[src/rtl/encdec_pkg.sv]
// encdec_pkg: shared types and constants for the encoder/decoder frame sequencer
package encdec_pkg;
  typedef enum logic [1:0] {IDLE, CLEAR, RUN, DONE} state_e;
  localparam int K = 3;
  localparam int G0 = 7;
  localparam int G1 = 5;
  localparam int DATA_W_DEF = 16;
  localparam int DEC_LATENCY_DEF = 32;
endpackage

[src/rtl/encdec_frame_ctrl_sat_counter.sv]
// sat_counter: increment-by-one counter that holds at all-ones
module sat_counter #(
  parameter int W = 16
) (
  input  logic         clk,
  input  logic         reset,
  input  logic         inc_i,
  output logic [W-1:0] cnt_o
);
  logic [W-1:0] cnt_q;
  // count up on inc, stop at the top value
  always_ff @(posedge clk)
    cnt_q <= reset ? '0 : (inc_i && !(&cnt_q)) ? cnt_q + W'(1) : cnt_q;
  assign cnt_o = cnt_q;
endmodule

[src/rtl/encdec_frame_ctrl.sv]
// encdec_frame_ctrl: sends one word per frame through the codec and checks the decoded result
module encdec_frame_ctrl
  import encdec_pkg::*;
#(
  parameter int DATA_W = DATA_W_DEF,
  parameter int DEC_LATENCY = DEC_LATENCY_DEF,
  parameter int CNT_W = 16
) (
  input  logic              clk,
  input  logic              reset,
  input  logic [DATA_W-1:0] in_word,
  input  logic              in_valid,
  output logic              in_ready,
  output logic              codec_clr,
  output logic              enc_enb,
  output logic              enc_bit,
  input  logic              dec_bit,
  output logic [DATA_W-1:0] out_word,
  output logic              out_valid,
  input  logic              out_ready,
  output logic              mismatch,
  output logic [CNT_W-1:0]  frame_cnt,
  output logic [CNT_W-1:0]  err_cnt
);
  localparam int RW = $clog2(DEC_LATENCY + DATA_W);
  localparam logic [RW-1:0] LAST = RW'(DEC_LATENCY + DATA_W - 1);
  localparam logic [RW-1:0] CAP = RW'(DEC_LATENCY);

  state_e state_q, state_d;
  logic [RW-1:0] k_q, k_d;
  logic [DATA_W-1:0] tx_q, tx_d, sh_q, sh_d, rx_q, rx_d, out_word_q, out_word_d;
  logic mismatch_q, mismatch_d, out_valid_q, out_valid_d;
  logic enc_enb_q, enc_enb_d, enc_bit_q, enc_bit_d, codec_clr_q, codec_clr_d;
  logic in_hs, out_hs, last;

  // next-state logic; outputs are registered from the next state so they line up with it
  always_comb begin
    in_hs = in_valid && state_q == IDLE;
    out_hs = out_valid_q && out_ready;
    last = state_q == RUN && k_q == LAST;
    state_d = state_q == IDLE ? (in_valid ? CLEAR : IDLE) :
              state_q == CLEAR ? RUN :
              state_q == RUN ? (last ? DONE : RUN) :
              (out_ready ? IDLE : DONE);
    k_d = state_q == RUN ? k_q + RW'(1) : '0;
    tx_d = in_hs ? in_word : tx_q;
    sh_d = in_hs ? in_word : state_d == RUN ? sh_q << 1 : sh_q;
    enc_bit_d = state_d == RUN && sh_q[DATA_W-1];
    rx_d = (state_q == RUN && k_q >= CAP) ? {rx_q[DATA_W-2:0], dec_bit} : rx_q;
    out_word_d = last ? rx_d : out_word_q;
    mismatch_d = last ? rx_d != tx_q : mismatch_q;
    out_valid_d = state_d == DONE;
    enc_enb_d = state_d == RUN;
    codec_clr_d = state_d == CLEAR;
  end

  // state and output registers
  always_ff @(posedge clk)
    if (reset) begin
      state_q <= IDLE;
      k_q <= '0;
      tx_q <= '0;
      sh_q <= '0;
      rx_q <= '0;
      out_word_q <= '0;
      mismatch_q <= 1'b0;
      out_valid_q <= 1'b0;
      enc_enb_q <= 1'b0;
      enc_bit_q <= 1'b0;
      codec_clr_q <= 1'b0;
    end else begin
      state_q <= state_d;
      k_q <= k_d;
      tx_q <= tx_d;
      sh_q <= sh_d;
      rx_q <= rx_d;
      out_word_q <= out_word_d;
      mismatch_q <= mismatch_d;
      out_valid_q <= out_valid_d;
      enc_enb_q <= enc_enb_d;
      enc_bit_q <= enc_bit_d;
      codec_clr_q <= codec_clr_d;
    end

  sat_counter #(.W(CNT_W)) u_frame_cnt (.clk(clk), .reset(reset), .inc_i(out_hs), .cnt_o(frame_cnt));
  sat_counter #(.W(CNT_W)) u_err_cnt (.clk(clk), .reset(reset), .inc_i(out_hs && mismatch_q), .cnt_o(err_cnt));

  assign in_ready = state_q == IDLE;
  assign codec_clr = codec_clr_q;
  assign enc_enb = enc_enb_q;
  assign enc_bit = enc_bit_q;
  assign out_word = out_word_q;
  assign out_valid = out_valid_q;
  assign mismatch = mismatch_q;
endmodule
[config.mk]
export PLATFORM = sky130hd
export DESIGN_NAME = encdec_frame_ctrl
export DESIGN_NICKNAME = d
export VERILOG_FILES = /design/src/rtl/encdec_pkg.sv /design/src/rtl/encdec_frame_ctrl_sat_counter.sv /design/src/rtl/encdec_frame_ctrl.sv
export SDC_FILE = /design/constraint.sdc
export NUM_CORES = 1
export LEC_CHECK = 0
export ABC_CLOCK_PERIOD_IN_PS = 1800
export CORE_UTILIZATION = 35
export CTS_CLUSTER_DIAMETER = 30
export DETAILED_ROUTE_END_ITERATION = 6
export GPL_ROUTABILITY_DRIVEN = 1
export PLACE_DENSITY = 0.54
export SLEW_MARGIN = 30
export SYNTH_ARGS = -nofsm -noshare
export SYNTH_HDL_FRONTEND = slang
export SYNTH_SLANG_ARGS = --single-unit
[constraint.sdc]
create_clock -name clk -period 1.8 [get_ports clk]
set_input_delay 0.45 -clock clk [delete_from_list [all_inputs] [get_ports clk]]
set_output_delay 0.45 -clock clk [all_outputs]
set_load 0.1 [all_outputs]
==> flow_summary.json <==
{
  "synth_top_family_by_area": "simple AND/OR/NAND/NOR gates",
  "power.total_w": 0.004958,
  "slowest_stage": "clkdlybuf4s50_1",
  "p_per_area_mw_per_mm2": 731.5,
  "cp_data_arrival_time_ns": 1.93,
  "cts_inserted_buffers": 9,
  "clock_latency_ns": 0.36,
  "die_y_um": 117.0,
  "fin_crit_sh_pct": 94.02,
  "drt_first_pass_iters": 4,
  "status": "completed",
  "max_stage_delay_ns": 0.58,
  "maxCapViolations": 0,
  "start_kind": "input pin",
  "clock-sinks": 109,
  "drc": 0,
  "crit_type": "input pin to register",
  "synth.ff_latch_count": 109,
  "hold_buffers": 0,
  "synth_compound_area_share_pct": 14.37,
  "yosys_warnings": 0,
  "max_freq_ghz": 0.5909,
  "endpoint_kind": "register",
  "cts_tree": "built",
  "layout.nets": 669,
  "io_buffers": 74,
  "synth_top_area_share_pct": 47.11,
  "dieArea_sq_mm": 0.01370,
  "core_area_sq_mm": 0.01277,
  "area_growth_pct": 46.33,
  "routed_via_density": 4.937,
  "synthAdderAreaFrac_pct": 1.080,
  "synth_xor_area_share_pct": 6.996,
  "grt_pass1_vias": 3929,
  "postSynthNetCount": 574,
  "wire_per_inst_um": 13.51,
  "floorplan.initialDensity_pct": 36.26,
  "tightest_slew_ns": 0.4340,
  "yosys_most_used_dff": "dfxtp_1",
  "cts_root_buffer": "clkbuf_16",
  "avgSynthCellArea_sq_um": 8.437,
  "slew-limit-headroom_pct": 71.07,
  "yosys.area.top_type": "dfxtp_1",
  "num_antenna_cells": 0,
  "first_iter_violations": 224,
  "rows": 41,
  "wl_mm": 11.10,
  "synth-async-reset-ratio_pct": 0,
  "ant_nets": 0,
  "hold_path_class": "input pin to register",
  "gr-usage-all-layers_pct": 17.40,
  "final-instance-count-excl-fill": 821,
  "holdWs_ns": 0.4068,
  "finalSetupTns_ns": 0,
  "io_pins": 75,
  "fin_skew_ns": 0.01450,
  "synthMuxAreaShare_pct": 2.377,
  "peakVddDrop_mv": 0.5459,
  "total_leakage_power_nw": 2.489,
  "finalHoldViolCount": 0,
  "rsz0062_at_grt": "no",
  "netlist_top_cells_area": "dfxtp_1 47%, nand2_1 9.0%, a21oi_1 5.4%",
  "post-route-min-period_ns": 1.692,
  "vias": 4053,
  "h-tree-depth": 3,
  "dp_cells": 805,
  "path_cells": "clkdlybuf4s50_1 -> nand4_1 -> nor4_1 -> buf_4 -> nand4b_1 -> xnor2_1 -> nor2b_1",
  "overflow": 0,
  "die_w_um": 117.0,
  "grt_antenna_before_repair": 0,
  "drive_gt1_share_pct": 24.19,
  "synth_edf_count": 0,
  "cts.clk_slew.worst_paths_ns": 0.07,
  "finalMaxSlewViolations": 0,
  "cp_data_required_time_ns": 2.04,
  "grt_max_degree": 49,
  "worstPathMaxFanout": 6,
  "final-setup-viol-count": 0,
  "hpwl_mm": 8.235,
  "cts_buffer_depth": 2,
  "place.gp.congestion": 0.8791,
  "syn_area_sq_mm": 0.004632,
  "synth-simple-area-share_pct": 24.47,
  "synth_cells": 549,
  "synth-seq-area-share_pct": 47.11,
  "post_cts_buffers": 0,
  "grt_pass1_wl_mm": 18.44,
  "synth_cell_types": 49
}
## worst max-delay path: cells and delay by family
| kind | cells | cell delay, ns |
|---|---|---|
| buf+inv | 2 | 0.75 |
| xor+xnor | 1 | 0.15 |
| simple gates | 4 | 0.58 |
## path summary, 6_finish.rpt
path | start | to | slack (ns) | depth (start not counted)
worst max-delay path | out_ready | u_err_cnt.cnt_o[15] | 0.11 | 7
worst min-delay path | reset | state_q[0] | 0.41 | 2
worst max register to register | k_q[1] | sh_q[6] | 0.11 | 7
worst min register to register | sh_q[15] | enc_bit | 0.46 | 1
## metal layers
metal  GRT usage [%]  share of wire (%)
met5               0                  0
met4           5.063                1.0
met3           4.583                3.6
met2           29.90                 49
met1           21.42                 47
## cell type report
class | count | area (sq um)
clock inverters | 4 | 28.78
flip-flops and latches | 109 | 2290
clock buffers | 12 | 267.8
fillers | 1188 | 5996
inverters | 16 | 60.06
repair buffers | 110 | 1584
well taps | 172 | 215.2
multi-input cells | 398 | 2332
## cell usage in the layout (no fill, tap or decap), types with 6 or more instances in the layout
cell             netlist  layout
and2_1                 7       8
nand2_1              111     110
a311oi_1              14      13
clkdlybuf4s50_1        0      19
dfxtp_4                0      26
nor2_1                62      62
xnor2_1               22      22
xor2_1                15      15
dfxtp_2                0       8
buf_4                  1      33
nand4_1               11      11
o21ai_0                7       6
buf_12                 0      57
a31oi_1                6       6
nand3_1               18      18
clkbuf_16              0      10
mux2i_1               11      11
inv_1                 16      16
dfxtp_1              109      75
a21oi_1               50      49
## registers in the layout, indices dropped and copies added (netlist names), 2 cells and up
register and cells:
out_word 16, rx_q 16, sh_q 16, tx_q 16, u_err_cnt.cnt_o 16, u_frame_cnt.cnt_o 16, k_q 6, state_q 2
## stage by stage
step | worst slack [ns] | utilization [%] | area, sq um
after floorplan | -0.02689 | - | 4786
after global placement | -0.1967 | 50.66 | 6471
after CTS | 0.07391 | 53.01 | 6771
after detailed placement | -0.2459 | 50.66 | 6471
after global routing | 0.009195 | 53.06 | 6778
final | 0.1077 | 53.06 | 6778
## cell families after synthesis
family | Yosys count
and+or+nand+nor | 243
DFF | 109
AOI/OAI and AO/OA | 103
buffers and inverters | 42
xor gates and xnor gates | 37
muxes | 11
adders and majority gates | 4
## what timing repair did
| item | 4_1_cts | 5_1_grt |
|---|---|---|
| gates resized for setup | 1 | 3 |
| pin swaps | 0 | 0 |
| endpoints found under the setup margin | 1 | 7 |
## Yosys cell counts (all sizes together) (3+ instances only)
| library cell | instances |
|---|---|
| o22ai | 3 |
| nand4 | 11 |
| and2 | 8 |
| o21bai | 3 |
| nor4 | 7 |
| a31oi | 6 |
| xnor2 | 22 |
| nor3 | 5 |
| nand2 | 111 |
| dfxtp | 109 |
| mux2i | 11 |
| and4 | 5 |
| a311oi | 14 |
| xor2 | 15 |
| nand3 | 19 |
| buf | 5 |
| ha | 4 |
| nor2 | 63 |
| inv | 16 |
| a211oi | 7 |
| o21ai | 10 |
| a21oi | 50 |
| clkbuf | 21 |
| and3 | 3 |
## where the power goes
part           internal [W]  switching (W)
clock network       0.00107       0.000923
registers           0.00245      0.0000478
logic              0.000208       0.000263
Power figures use the tool's default switching activity.
